`src/rtl/hermes_rx_stamp_buffer_pkg.sv`:
```
// hermes_rx_stamp_buffer_pkg: shared flit type and store-and-forward FSM states
package hermes_rx_stamp_buffer_pkg;
  localparam int HERMES_FLIT_SIZE = 32;
  typedef struct packed {
    logic                        eop;
    logic [HERMES_FLIT_SIZE-1:0] data;
  } hermes_rx_flit_t;
  typedef enum logic {RX_HOLD, RX_STREAM} rx_state_t;
endpackage

```
`src/rtl/sync_fifo_ar.sv`:
```
// sync_fifo_ar: first-word-fall-through FIFO with async active-high reset and occupancy count
module sync_fifo_ar #(
  parameter int DATA_SIZE = 8,
  parameter int DEPTH     = 4
) (
  input  logic                         clk,
  input  logic                         rst,
  input  logic                         push,
  input  logic                         pop,
  input  logic [DATA_SIZE-1:0]         din,
  output logic [DATA_SIZE-1:0]         dout,
  output logic                         full,
  output logic                         empty,
  output logic [$clog2(DEPTH+1)-1:0]   count
);
  localparam int AW = $clog2(DEPTH);
  localparam int CW = $clog2(DEPTH+1);
  localparam logic [CW-1:0] FULL_CNT = CW'(DEPTH);
  logic [DATA_SIZE-1:0] mem [DEPTH];
  logic [AW-1:0] wr_ptr, rd_ptr;
  logic do_push, do_pop;
  always_comb begin
    full    = count == FULL_CNT;
    empty   = count == '0;
    do_push = push && !full;
    do_pop  = pop && !empty;
    dout    = mem[rd_ptr];
  end
  always_ff @(posedge clk) if (do_push) mem[wr_ptr] <= din;
  always_ff @(posedge clk or posedge rst)
    if (rst) begin
      wr_ptr <= '0;
      rd_ptr <= '0;
      count  <= '0;
    end else begin
      wr_ptr <= do_push ? wr_ptr + AW'(1) : wr_ptr;
      rd_ptr <= do_pop ? rd_ptr + AW'(1) : rd_ptr;
      count  <= count + CW'(do_push) - CW'(do_pop);
    end
endmodule

```
`src/rtl/hermes_rx_stamp_buffer.sv`:
```
// hermes_rx_stamp_buffer: Hermes ingress flit buffer with per-packet EOP timestamps
module hermes_rx_stamp_buffer
  import hermes_rx_stamp_buffer_pkg::*;
#(
  parameter int FLIT_SIZE     = 32,
  parameter int BUFFER_SIZE   = 16,
  parameter int TS_DEPTH      = 4,
  parameter int TS_WIDTH      = 32,
  parameter bit STORE_FORWARD = 1'b0
) (
  input  logic                                clk_i,
  input  logic                                rst_i,
  input  logic [TS_WIDTH-1:0]                 tick_counter_i,
  input  logic                                rx_i,
  input  logic                                eop_i,
  input  logic [FLIT_SIZE-1:0]                data_i,
  output logic                                credit_o,
  output logic                                tx_o,
  output logic                                eop_o,
  output logic [FLIT_SIZE-1:0]                data_o,
  input  logic                                ack_i,
  output logic                                ts_valid_o,
  output logic [TS_WIDTH-1:0]                 ts_o,
  output logic [$clog2(BUFFER_SIZE+1)-1:0]    level_o,
  output logic [$clog2(TS_DEPTH+1)-1:0]       pkt_count_o,
  output logic                                forced_o
);
  logic flit_full, flit_empty, ts_full, ts_empty, accept, pop, head_eop, escape;
  logic [FLIT_SIZE-1:0] head_data;
  logic [TS_WIDTH-1:0] ts_head;
  rx_state_t state;
  sync_fifo_ar #(.DATA_SIZE(FLIT_SIZE+1), .DEPTH(BUFFER_SIZE)) u_flit (
    .clk(clk_i), .rst(rst_i), .push(accept), .pop(pop), .din({eop_i, data_i}),
    .dout({head_eop, head_data}), .full(flit_full), .empty(flit_empty), .count(level_o)
  );
  // the stamp queue occupancy is exactly the number of complete packets held
  sync_fifo_ar #(.DATA_SIZE(TS_WIDTH), .DEPTH(TS_DEPTH)) u_ts (
    .clk(clk_i), .rst(rst_i), .push(accept && eop_i), .pop(pop && head_eop), .din(tick_counter_i),
    .dout(ts_head), .full(ts_full), .empty(ts_empty), .count(pkt_count_o)
  );
  always_comb begin
    credit_o   = !flit_full && !ts_full;
    accept     = rx_i && credit_o;
    tx_o       = (STORE_FORWARD && state == RX_HOLD) ? !ts_empty : !flit_empty;
    pop        = tx_o && ack_i;
    eop_o      = tx_o && head_eop;
    data_o     = tx_o ? head_data : '0;
    ts_valid_o = !ts_empty;
    ts_o       = ts_empty ? '0 : ts_head;
    escape     = STORE_FORWARD && state == RX_HOLD && flit_full && ts_empty;
  end
  // a packet that cannot fit is streamed through instead of deadlocking the buffer
  always_ff @(posedge clk_i or posedge rst_i)
    if (rst_i) begin
      state    <= RX_HOLD;
      forced_o <= 1'b0;
    end else begin
      forced_o <= escape;
      state    <= state == RX_HOLD ? (escape ? RX_STREAM : RX_HOLD) : (pop && head_eop ? RX_HOLD : RX_STREAM);
    end
  stamp_present: assert property (@(posedge clk_i) disable iff (rst_i) !(pop && head_eop && ts_empty));
endmodule

```
`config.mk`:
```
export PLATFORM = sky130hd
export DESIGN_NAME = hermes_rx_stamp_buffer
export DESIGN_NICKNAME = d
export VERILOG_FILES = /design/src/rtl/hermes_rx_stamp_buffer_pkg.sv /design/src/rtl/sync_fifo_ar.sv /design/src/rtl/hermes_rx_stamp_buffer.sv
export SDC_FILE = /design/constraint.sdc
export NUM_CORES = 1
export LEC_CHECK = 0
export CAP_MARGIN = 30
export CORE_ASPECT_RATIO = 1.75
export CORE_MARGIN = 10
export CORE_UTILIZATION = 30
export CTS_BUF_LIST = sky130_fd_sc_hd__clkbuf_8
export DETAILED_ROUTE_END_ITERATION = 10
export GPL_TIMING_DRIVEN = 0
export PLACE_DENSITY = 0.53
export SYNTH_ARGS = -nofsm -noshare
export SYNTH_HDL_FRONTEND = slang
export SYNTH_HIERARCHICAL = 1
export SYNTH_SLANG_ARGS = --single-unit
```
`constraint.sdc`:
```
create_clock -name clk_i -period 15.75 [get_ports clk_i]
set_clock_uncertainty 0.2 [all_clocks]
set_input_delay 4.725 -clock clk_i [delete_from_list [all_inputs] [get_ports clk_i]]
set_output_delay 4.725 -clock clk_i [all_outputs]
set_load 0.01 [all_outputs]
```
Yosys cells after proc, flatten, opt, wreduce, memory -nomap -nowiden. Memories as Yosys holds them, arrays and structs flattened. Index checks and enable logic that the tools add are counted.

Register bits: 20. Bits in writable memories: 656. Output and inout port bits: 77. Word-level logic and storage cells: 40. Memories kept: 2. Input bits: 69.

Memory list: u_flit.mem (depth 16, bits a word 33, rd ports 1, clocked after Yosys merged registers in 0, wr ports 1, line sync_fifo_ar.sv:19) `logic [DATA_SIZE-1:0] mem [DEPTH];`; u_ts.mem (depth 4, bits a word 32, rd ports 1, clocked after Yosys merged registers in 0, wr ports 1, line sync_fifo_ar.sv:19).

Equality and inequality tests: 2. Mux-type cells: 6. Reduce and logical (&&, ||, !) cells: 16. Add/subtract/negate cells: 8.

Operator list (count): 2-to-1 mux 32 bit (2); logical AND 1 bit (10); adder 4 x 1 -> 4 bit, second input constant (2); adder 5 x 1 -> 5 bit (1); equality test 5 bit, second input constant (1); zero test 5 bit (1); subtractor 5 x 1 -> 5 bit (1); adder 2 x 1 -> 2 bit, second input constant (2); zero test 1 bit (4); 2-to-1 mux 1 bit (4); adder 3 x 1 -> 3 bit (1); equality test 3 bit, second input constant (1); zero test 3 bit (1); subtractor 3 x 1 -> 3 bit (1).

Logic depth before layout (Yosys ltp). Gate-level depths: netlist (run 1).

Word-level depth: 8. Depth in mapped cells: 16. Mapped depth without buffers: 14.

Modules after synthesis. The synthesis (run 1) kept the hierarchy.

By module, submodules not included: sync_fifo_ar at u_flit (area each 21425.5 µm², cells each 1037, sequential area each 16180.5 µm², times used 1); sync_fifo_ar at u_ts (area each 5142.4 µm², cells each 210, sequential area each 4018.9 µm², times used 1); hermes_rx_stamp_buffer (area each 524.3 µm², cells each 80, sequential area each 0.0 µm², times used 1).

Least setup slack after synthesis (run 1). Ideal clock, no wire load.

Kind: input to register. Start point: input port rx_i. End point: memory u_flit/mem[0][0] (netlist name) (enable). Setup slack: 6640 ps. Buffers on the path: 1. Library setup time: 506 ps. Arrival: 8404 ps. Required time: 15044 ps. Stages on the path: 5. Path through: nor3b_1 > nor2b_1 > buf_2 > inv_2 > nor4_1.

Word-level cells in the longest chain between the ends: 4.

RTL lines: start: declaration (line hermes_rx_stamp_buffer.sv:14) `input logic rx_i,`; logical AND 1 bit (line hermes_rx_stamp_buffer.sv:43) `accept = rx_i && credit_o;`; logical AND 1 bit (line sync_fifo_ar.sv:25) `do_push = push && !full;`; 2-to-1 mux 1 bit (line sync_fifo_ar.sv:29) `always_ff @(posedge clk) if (do_push) mem[wr_ptr] <= din;`; 2-to-1 mux 1 bit (implied by the code) (line sync_fifo_ar.sv:29); end: declaration (line sync_fifo_ar.sv:19).

No other way between the ends.

Final worst setup path (run 1).
Start point: register u_flit.rd_ptr[1]. End point: output port data_o[31].

Word-level cells in the longest chain between the ends: 2.

RTL lines: start: declaration (line sync_fifo_ar.sv:20) `logic [AW-1:0] wr_ptr, rd_ptr;`; start signal: assignment (line sync_fifo_ar.sv:37) `rd_ptr <= do_pop ? rd_ptr + AW'(1) : rd_ptr;`; memory (16 x 33 bit); via head_data[31] (line hermes_rx_stamp_buffer.sv:29) `logic [FLIT_SIZE-1:0] head_data;`; 2-to-1 mux 32 bit (line hermes_rx_stamp_buffer.sv:47) `data_o = tx_o ? head_data : '0;`; end: declaration (line hermes_rx_stamp_buffer.sv:20) `output logic [FLIT_SIZE-1:0] data_o,`.

The timed path passes the listed nets, and every way through them passes these cells.

==> metrics.md, run 1 <==
| Metric | Value |
|---|---|
| Status | `finished clean` |
| Util after Layout | `36.2%` |
| Port bufs | `144` |
| Worst-Skew Late Latency | `0.77 ns` |
| Critical Path Sink Type | `output port` |
| CTS sink cnt | `676` |
| WP depth | `8` |
| Die width | `247 um` |
| Hold Slack | `0.405 ns` |
| Share of cells above drive strength 1 | `22.8%` |
| Setup Fix Bufs, Post-CTS | `0` |
| Synth Net Count | `1,415` |
| Area Overhead vs Synth | `19.5%` |
| DR WL met2 | `37,600 um` |
| Placer's final routability congestion estimate | `0.721` |
| EDFF count, synth | `656` |
| Fin. Hold Viols | `0` |
| Reg2Reg Depth | `14` |
| R2r endpoint | `u_ts/count[2]` |
| Routed vias/inst | `4.71` |
| CTS tree | `done` |
| Slew headroom | `28.2%` |
| Yosys warnings | `6` |
| Max Cap Viol | `0` |
| Slowest-stage cell, CP | `clkbuf_1` |
| Routed len/inst | `23.7 um` |
| Ports | `146` |
| WP buf/inv | `4` |
| Flops & latches, synth | `676` |
| WL met1 | `24,300 um` |
| Top FF cell, synth | `edfxtp_1` |
| Critical path data arrival time | `3.72 ns` |
| PD cells | `181 nW/um^2` |
| Top-count cell post-synth | `edfxtp_1` |
| Core region area | `89,400 um^2` |
| Total GRT Usage | `13.1%` |
| DR WL met3 | `3590 um` |
| Final non-filler cell total | `2,862` |
| # rows | `145` |
| # fillers | `8,317` |
| Nets | `1,703` |
| Average size of a mapped cell | `20.4 um^2` |
| Seq/Total Area, Yosys | `74.6%` |
| H-tree levels | `3` |
| Period utilisation layout | `54.9%` |
| DP Wirelength | `47,000 um` |
| Cell total after placement | `2,690` |
| CP Capture Point | `data_o[31]` |
| Worst Tran Pin Value | `1.06 ns` |
| Synthesized instance count | `1,327` |
| RSZ-0062 raised after global routing | `no` |
| Vias in the first global route | `14,863` |
| Tmin final | `8.64 ns` |
| Critical path startpoint | `u_flit/rd_ptr[1]` |
| Clock slew at reported path FFs | `0.06 ns` |
| Die ar. | `103,000 um^2` |
| Routed Antenna Nets | `0` |
| Hold-fix buffers at CTS | `0` |
| Post-synth cell types | `50` |
| Worst-path cell chain | `buf_4 > buf_6 > clkbuf_1 > mux4_2 > a22oi_1 > nand2_1 > and2b_2 > clkdlybuf4s50_1` |
| Leak | `10.9 nW` |
| Die height | `418 um` |
| Top cell type's share of synthesized area | `72.7%` |
| Final setup viols | `0` |
| Resize count post-CTS | `0` |
| Slowest cell delay on critical path | `0.66 ns` |
| DR vias | `13,482` |
| First-pass GRT wire length | `98,800 um` |
| Max Buffers Root-to-Sink | `3` |
| Peak VDD IR | `0.0809 mV` |
| Initial Utilization | `30.3%` |
| Post-Syn Area | `27,100 um^2` |
| First-pass DRT Iterations | `6` |
| R2r setup slk | `11.79 ns` |
| Post-synth ARST share | `2.96%` |
| TritonCTS buffer count | `99` |
| Initial antenna violation count | `6` |
| Initial DRC Count | `685` |
| Crit path max fanout | `10` |
| CP startpoint kind | `flop` |
| DRC violations left | `0` |
| Largest net degree at the start of global routing | `27` |
| Worst hold path type | `flop to flop` |
| Root buffer selected by CTS | `clkbuf_8` |
| Drt total wl | `67,800 um` |
| Crit Path Class | `flop to output port` |
| Max Clk Rate | `0.116 GHz` |
| Total Neg Setup Slack | `0 ns` |
| Uppermost layer routed | `met5` |
| Commonest cells post-synth | `edfxtp_1, mux2i_1, mux4_2` |
| Synth area leaders | `edfxtp_1, mux4_2, mux2i_1, dfrtp_1, a221oi_2` |
| Worst r2r src | `u_flit/rd_ptr[1]` |
| Overflow after GRT | `0` |
| Critical Path RT | `10.83 ns` |
| Synth area leader | `edfxtp_1` |
| Max Slew Vio Count | `0` |
| CP top delay family | `buffers and inverters` |
==> worst min path at each step <==
stage | from | endpoint | cells after the start | slack [ns]
after floorplan | u_flit/rd_ptr[2] | u_flit/rd_ptr[2] | 2 | 0.34
after global placement | u_flit/count[0] | u_flit/count[0] | 1 | 0.38
after detailed placement | u_ts/wr_ptr[1] | u_ts/wr_ptr[1] | 2 | 0.39
after CTS | u_ts/wr_ptr[1] | u_ts/wr_ptr[1] | 2 | 0.41
after global routing | u_ts/wr_ptr[1] | u_ts/wr_ptr[1] | 2 | 0.44
final | u_ts/wr_ptr[1] | u_ts/wr_ptr[1] | 2 | 0.40
==> final cells by class <==
cell class,count,area [um^2],share of cell area [%]
sequential,676,20200,62.4
multi-input combinational,553,6170,19.0
timing repair buffer,187,1990,6.14
tap,1176,1470,4.54
clock buffer,101,1390,4.29
buffer,75,718,2.22
clock inverter,69,353,1.09
inverter,23,86.3,0.267
antenna,2,5.00,0.0155
==> flip-flops by register name, summed over array words and instances (netlist names) <==
register / cells
u_ts/wr_ptr: 2
u_ts/count: 3
u_flit/wr_ptr: 4
u_ts/rd_ptr: 2
u_flit/rd_ptr: 4
u_flit/mem: 528
u_ts/mem: 128
u_flit/count: 5
==> cell usage in the layout (no fill, tap or decap), types with 37 or more instances in the layout <==
master,n
inv_1,51
nand2_1,37
clkdlybuf4s50_1,144
nor2b_1,63
clkbuf_8,101
mux4_2,94
edfxtp_1,656
mux2i_1,132
==> power breakdown <==
group / leakage [nW] / total, mW / internal, mW / switching (mW)
sequential: 6.16 / 2.24 / 2.18 / 0.0626
combinational: 3.71 / 2.33 / 1.10 / 1.24
clock: 0.986 / 1.28 / 0.601 / 0.677
total: 10.9 / 5.85 / 3.87 / 1.98
==> kinds of logic after synthesis <==
logic type                 after synthesis  share of synthesized area, %
DFF                                    676                          74.6
muxes                                  231                          13.1
and+or+nand+nor                        148                          3.33
AOI/OAI and AO/OA                      140                          4.62
buffers and inverters                   98                          2.97
adders and majority gates               19                         0.933
xor gates and xnor gates                14                         0.453
other                                    1                        0.0138
==> tightest hold or removal path: stages (launching register included) <==
cell and delay [ns]:
dfrtp_1 0.42, nand2b_1 0.08, o211ai_1 0.07
==> metal layers <==
layer  up-vias  global-route usage [%]
met5         -                       0
met1      7021                    13.5
met4         8                    5.59
li1       6004                       -
met3       120                    3.02
met2       329                    24.8
==> metrics by stage <==
step / total power [mW] / cell area [um^2] / setup slack (ns)
4_1_cts: 5.98 / 32400 / 6.95
3_5_place_dp: 4.68 / 30600 / 7.44
5_1_grt: 6.17 / 32400 / 6.95
2_1_floorplan: 3.68 / 27100 / 6.64
6_report: 5.85 / 32400 / 7.11
3_3_place_gp: 4.61 / 30000 / 1.15
(Power assumes the default switching activity.)
==> run 2: changes to the inputs <==
==> constraint.sdc (replaced) <==
create_clock -name clk_i -period 8.3 [get_ports clk_i]
set_clock_uncertainty 0.2 [all_clocks]
set_input_delay 2.49 -clock clk_i [delete_from_list [all_inputs] [get_ports clk_i]]
set_output_delay 2.49 -clock clk_i [all_outputs]
set_load 0.01 [all_outputs]
==> results of run 2 <==
Same layout as run 1 (identical final DEF). Status: finished clean.
Main changes from that run: setup slack after placement 7.44 ns -> 2.23 ns; setup slack after layout 7.11 ns -> 1.89 ns; register-to-register setup slack 11.79 ns -> 4.34 ns; total power 5.85 mW -> 11.1 mW; worst IR drop on VDD 0.0809 mV -> 0.154 mV
==> run 3: changes to the inputs <==
--- a/config.mk
+++ b/config.mk
@@ -12,7 +12,7 @@
 export CTS_BUF_LIST = sky130_fd_sc_hd__clkbuf_8
 export DETAILED_ROUTE_END_ITERATION = 10
 export GPL_TIMING_DRIVEN = 0
-export PLACE_DENSITY = 0.53
+export PLACE_DENSITY = 0.54
 export SYNTH_ARGS = -nofsm -noshare
 export SYNTH_HDL_FRONTEND = slang
 export SYNTH_HIERARCHICAL = 1
==> constraint.sdc (replaced) <==
create_clock -name clk_i -period 5.6 [get_ports clk_i]
set_clock_uncertainty 0.2 [all_clocks]
set_input_delay 1.68 -clock clk_i [delete_from_list [all_inputs] [get_ports clk_i]]
set_output_delay 1.68 -clock clk_i [all_outputs]
set_load 0.01 [all_outputs]
==> metrics.md, run 3 (synthesis gave the netlist of run 1 again) <==
| Metric | Value |
|---|---|
| Crit path max fanout | `10 (unchanged)` |
| TritonCTS buffer count | `97 (-2.0%)` |
| Leak | `10.9 nW (+0.79%)` |
| Total GRT Usage | `13.0% (-0.17 points)` |
| Routed len/inst | `23.4 um (-1.3%)` |
| PD cells | `510 nW/um^2` |
| R2r setup slk | `1.90 ns` |
| Status | `finished clean` |
| DP Wirelength | `45,700 um (-2.8%)` |
| Slowest-stage cell, CP | `clkdlybuf4s50_1` |
| DRC violations left | `0 (unchanged)` |
| Routed vias/inst | `4.69 (-0.51%)` |
| Period utilisation layout | `94.5%` |
| Critical Path RT | `3.72 ns` |
| Total Neg Setup Slack | `0 ns (unchanged)` |
| Reg2Reg Depth | `14 (unchanged)` |
| Routed Antenna Nets | `0 (unchanged)` |
| Crit Path Class | `flop to output port` |
| Worst r2r src | `u_flit/rd_ptr[0]` |
| Multi-input gate area | `6170 um^2 (+0.10%)` |
| Max Cap Viol | `0 (unchanged)` |
| Most flops, register | `u_flit/mem` |
| Root buffer selected by CTS | `clkbuf_8` |
| Share of cells above drive strength 1 | `22.8% (+0.032 points)` |
| # rows | `145 (unchanged)` |
| Overflow after GRT | `0 (unchanged)` |
| # fillers | `8,321 (+0.048%)` |
| Max reg flops | `528 (unchanged)` |
| Biggest registers after layout | `u_flit/mem x528, u_ts/mem x128, u_flit/count x5` |
| Util after Layout | `36.4% (+0.16 points)` |
| CTS sink cnt | `676 (unchanged)` |
| First-pass GRT wire length | `98,100 um (-0.70%)` |
| CTS tree | `done` |
| Ports | `146 (unchanged)` |
| Critical path startpoint | `u_flit/rd_ptr[3]` |
| Critical Path Sink Type | `output port` |
| Port bufs | `144 (unchanged)` |
| CP startpoint kind | `flop` |
| Worst-path cell chain | `buf_2 > inv_1 > clkbuf_1 > a221oi_2 > o21ai_0 > nand2_1 > nor2b_1 > clkdlybuf4s50_1` |
| Initial DRC Count | `801 (+17%)` |
| RSZ-0062 raised after global routing | `no` |
| Clock slew at reported path FFs | `0.07 ns (about the same)` |
| Peak VDD IR | `0.213 mV` |
| Largest net degree at the start of global routing | `25 (-7.4%)` |
| Tmin final | `5.29 ns` |
| First-pass DRT Iterations | `5 (-1)` |
| Vias in the first global route | `14,721 (-0.96%)` |
| Area Overhead vs Synth | `20.0%` |
| Initial Utilization | `30.3% (unchanged)` |
| Most frequent cells in the layout | `edfxtp_1, clkdlybuf4s50_1, mux2i_1` |
| Max Clk Rate | `0.189 GHz` |
| Slowest cell delay on critical path | `0.59 ns (-0.07 ns)` |
| Die height | `418 um (unchanged)` |
| Most common cell after layout, fill and taps aside | `edfxtp_1` |
| Die width | `247 um (unchanged)` |
| Setup Fix Bufs, Post-CTS | `0 (unchanged)` |
| Worst hold path type | `flop to flop` |
| Initial antenna violation count | `5 (-1)` |
| Placer's final routability congestion estimate | `0.719 (-0.28%)` |
| R2r endpoint | `u_ts/count[2]` |
| Drt total wl | `67,000 um (-1.2%)` |
| Slew headroom | `29.4% (+1.1 points)` |
| Worst Tran Pin Value | `1.05 ns (-0.0164 ns)` |
| Max Buffers Root-to-Sink | `3 (unchanged)` |
| Critical path data arrival time | `3.41 ns (-0.31 ns)` |
| Die ar. | `103,000 um^2 (unchanged)` |
| Nets | `1,702 (-0.059%)` |
| Core region area | `89,400 um^2 (unchanged)` |
| DR vias | `13,427 (-0.41%)` |
| CP Capture Point | `data_o[14]` |
| Fin. Hold Viols | `0 (unchanged)` |
| Worst-Skew Late Latency | `0.75 ns (-0.02 ns)` |
| Register area | `20,200 um^2 (unchanged)` |
| Final setup viols | `0 (unchanged)` |
| H-tree levels | `3 (unchanged)` |
| Max Slew Vio Count | `0 (unchanged)` |
==> run 3: cell count changes in the layout (fill, tap and decap cells not counted), sizes merged <==
cell,before,now
buf,102,104
bufinv,0,5
clkbuf,117,114
clkinv,30,33
clkinvlp,6,2
diode,2,3
inv,56,55
==> run 3: worst max-delay path: cells and delay by family, from the launching register on <==
kind	cells	cell delay, ns
DFF	1	0.32
AOI/OAI and AO/OA	2	0.55
buffers and inverters	4	1.46
and+or+nand+nor	2	0.30
==> run 3: metal layers <==
layer  GRT usage (%)  vias up  part of all wire, %
met5               0        -                0.054
met4            4.72        6                  2.6
met3            3.09      119                  5.7
met2            24.5      339                   55
met1            13.6     6955                   36
li1                -     6008                    -
==> run 3: how the worst min path moves through the flow <==
stage | cells after the start | from | slack (ns) | endpoint
5_1_grt | 2 | u_flit/rd_ptr[2] | 0.45 | u_flit/rd_ptr[2]
2_1_floorplan | 2 | u_flit/rd_ptr[2] | 0.34 | u_flit/rd_ptr[2]
3_5_place_dp | 2 | u_flit/wr_ptr[0] | 0.41 | u_flit/wr_ptr[3]
3_3_place_gp | 1 | u_flit/count[0] | 0.38 | u_flit/count[0]
4_1_cts | 2 | u_flit/wr_ptr[0] | 0.42 | u_flit/wr_ptr[3]
6_report | 2 | u_flit/wr_ptr[0] | 0.41 | u_flit/wr_ptr[3]
==> run 3: through the flow <==
| step | cells | setup WS [ns] | hold WS, ns | power [mW] | instance area (um^2) |
|---|---|---|---|---|---|
| 2_1_floorplan | 1327 | -0.465 | 0.335 | 10.3 | 27100 |
| 3_3_place_gp | 2647 | -5.87 | 0.375 | 12.9 | 30000 |
| 3_5_place_dp | 2692 | 0.404 | 0.411 | 13.1 | 30700 |
| 4_1_cts | 2863 | -0.0462 | 0.421 | 16.9 | 32500 |
| 5_1_grt | 2864 | 0.0683 | 0.449 | 17.5 | 32500 |
| 6_report | 2865 | 0.309 | 0.413 | 16.6 | 32500 |
==> run 3: repair_timing <==
item / CTS / global route
setup endpoints to repair: 13 / 17
pin swaps: 0 / 0
hold buffers: 0 / 0
resized for setup: 1 / 7
==> run 3: area by class of cell <==
type,instances,share of cell area (%)
Timing Repair Buffer,189,6.25
Antenna cell,3,0.0231
Tap cell,1176,4.52
Clock inverter,72,1.44
Buffer,74,2.21
Multi-Input combinational cell,553,19.0
Inverter,23,0.265
Clock buffer,99,4.19
Sequential cell,676,62.1
==> run 3: power breakdown <==
part           total [mW]  switching [mW]  internal (mW)
clock                3.73            1.85           1.88
combinational        6.56            3.48           3.09
sequential           6.30           0.176           6.12
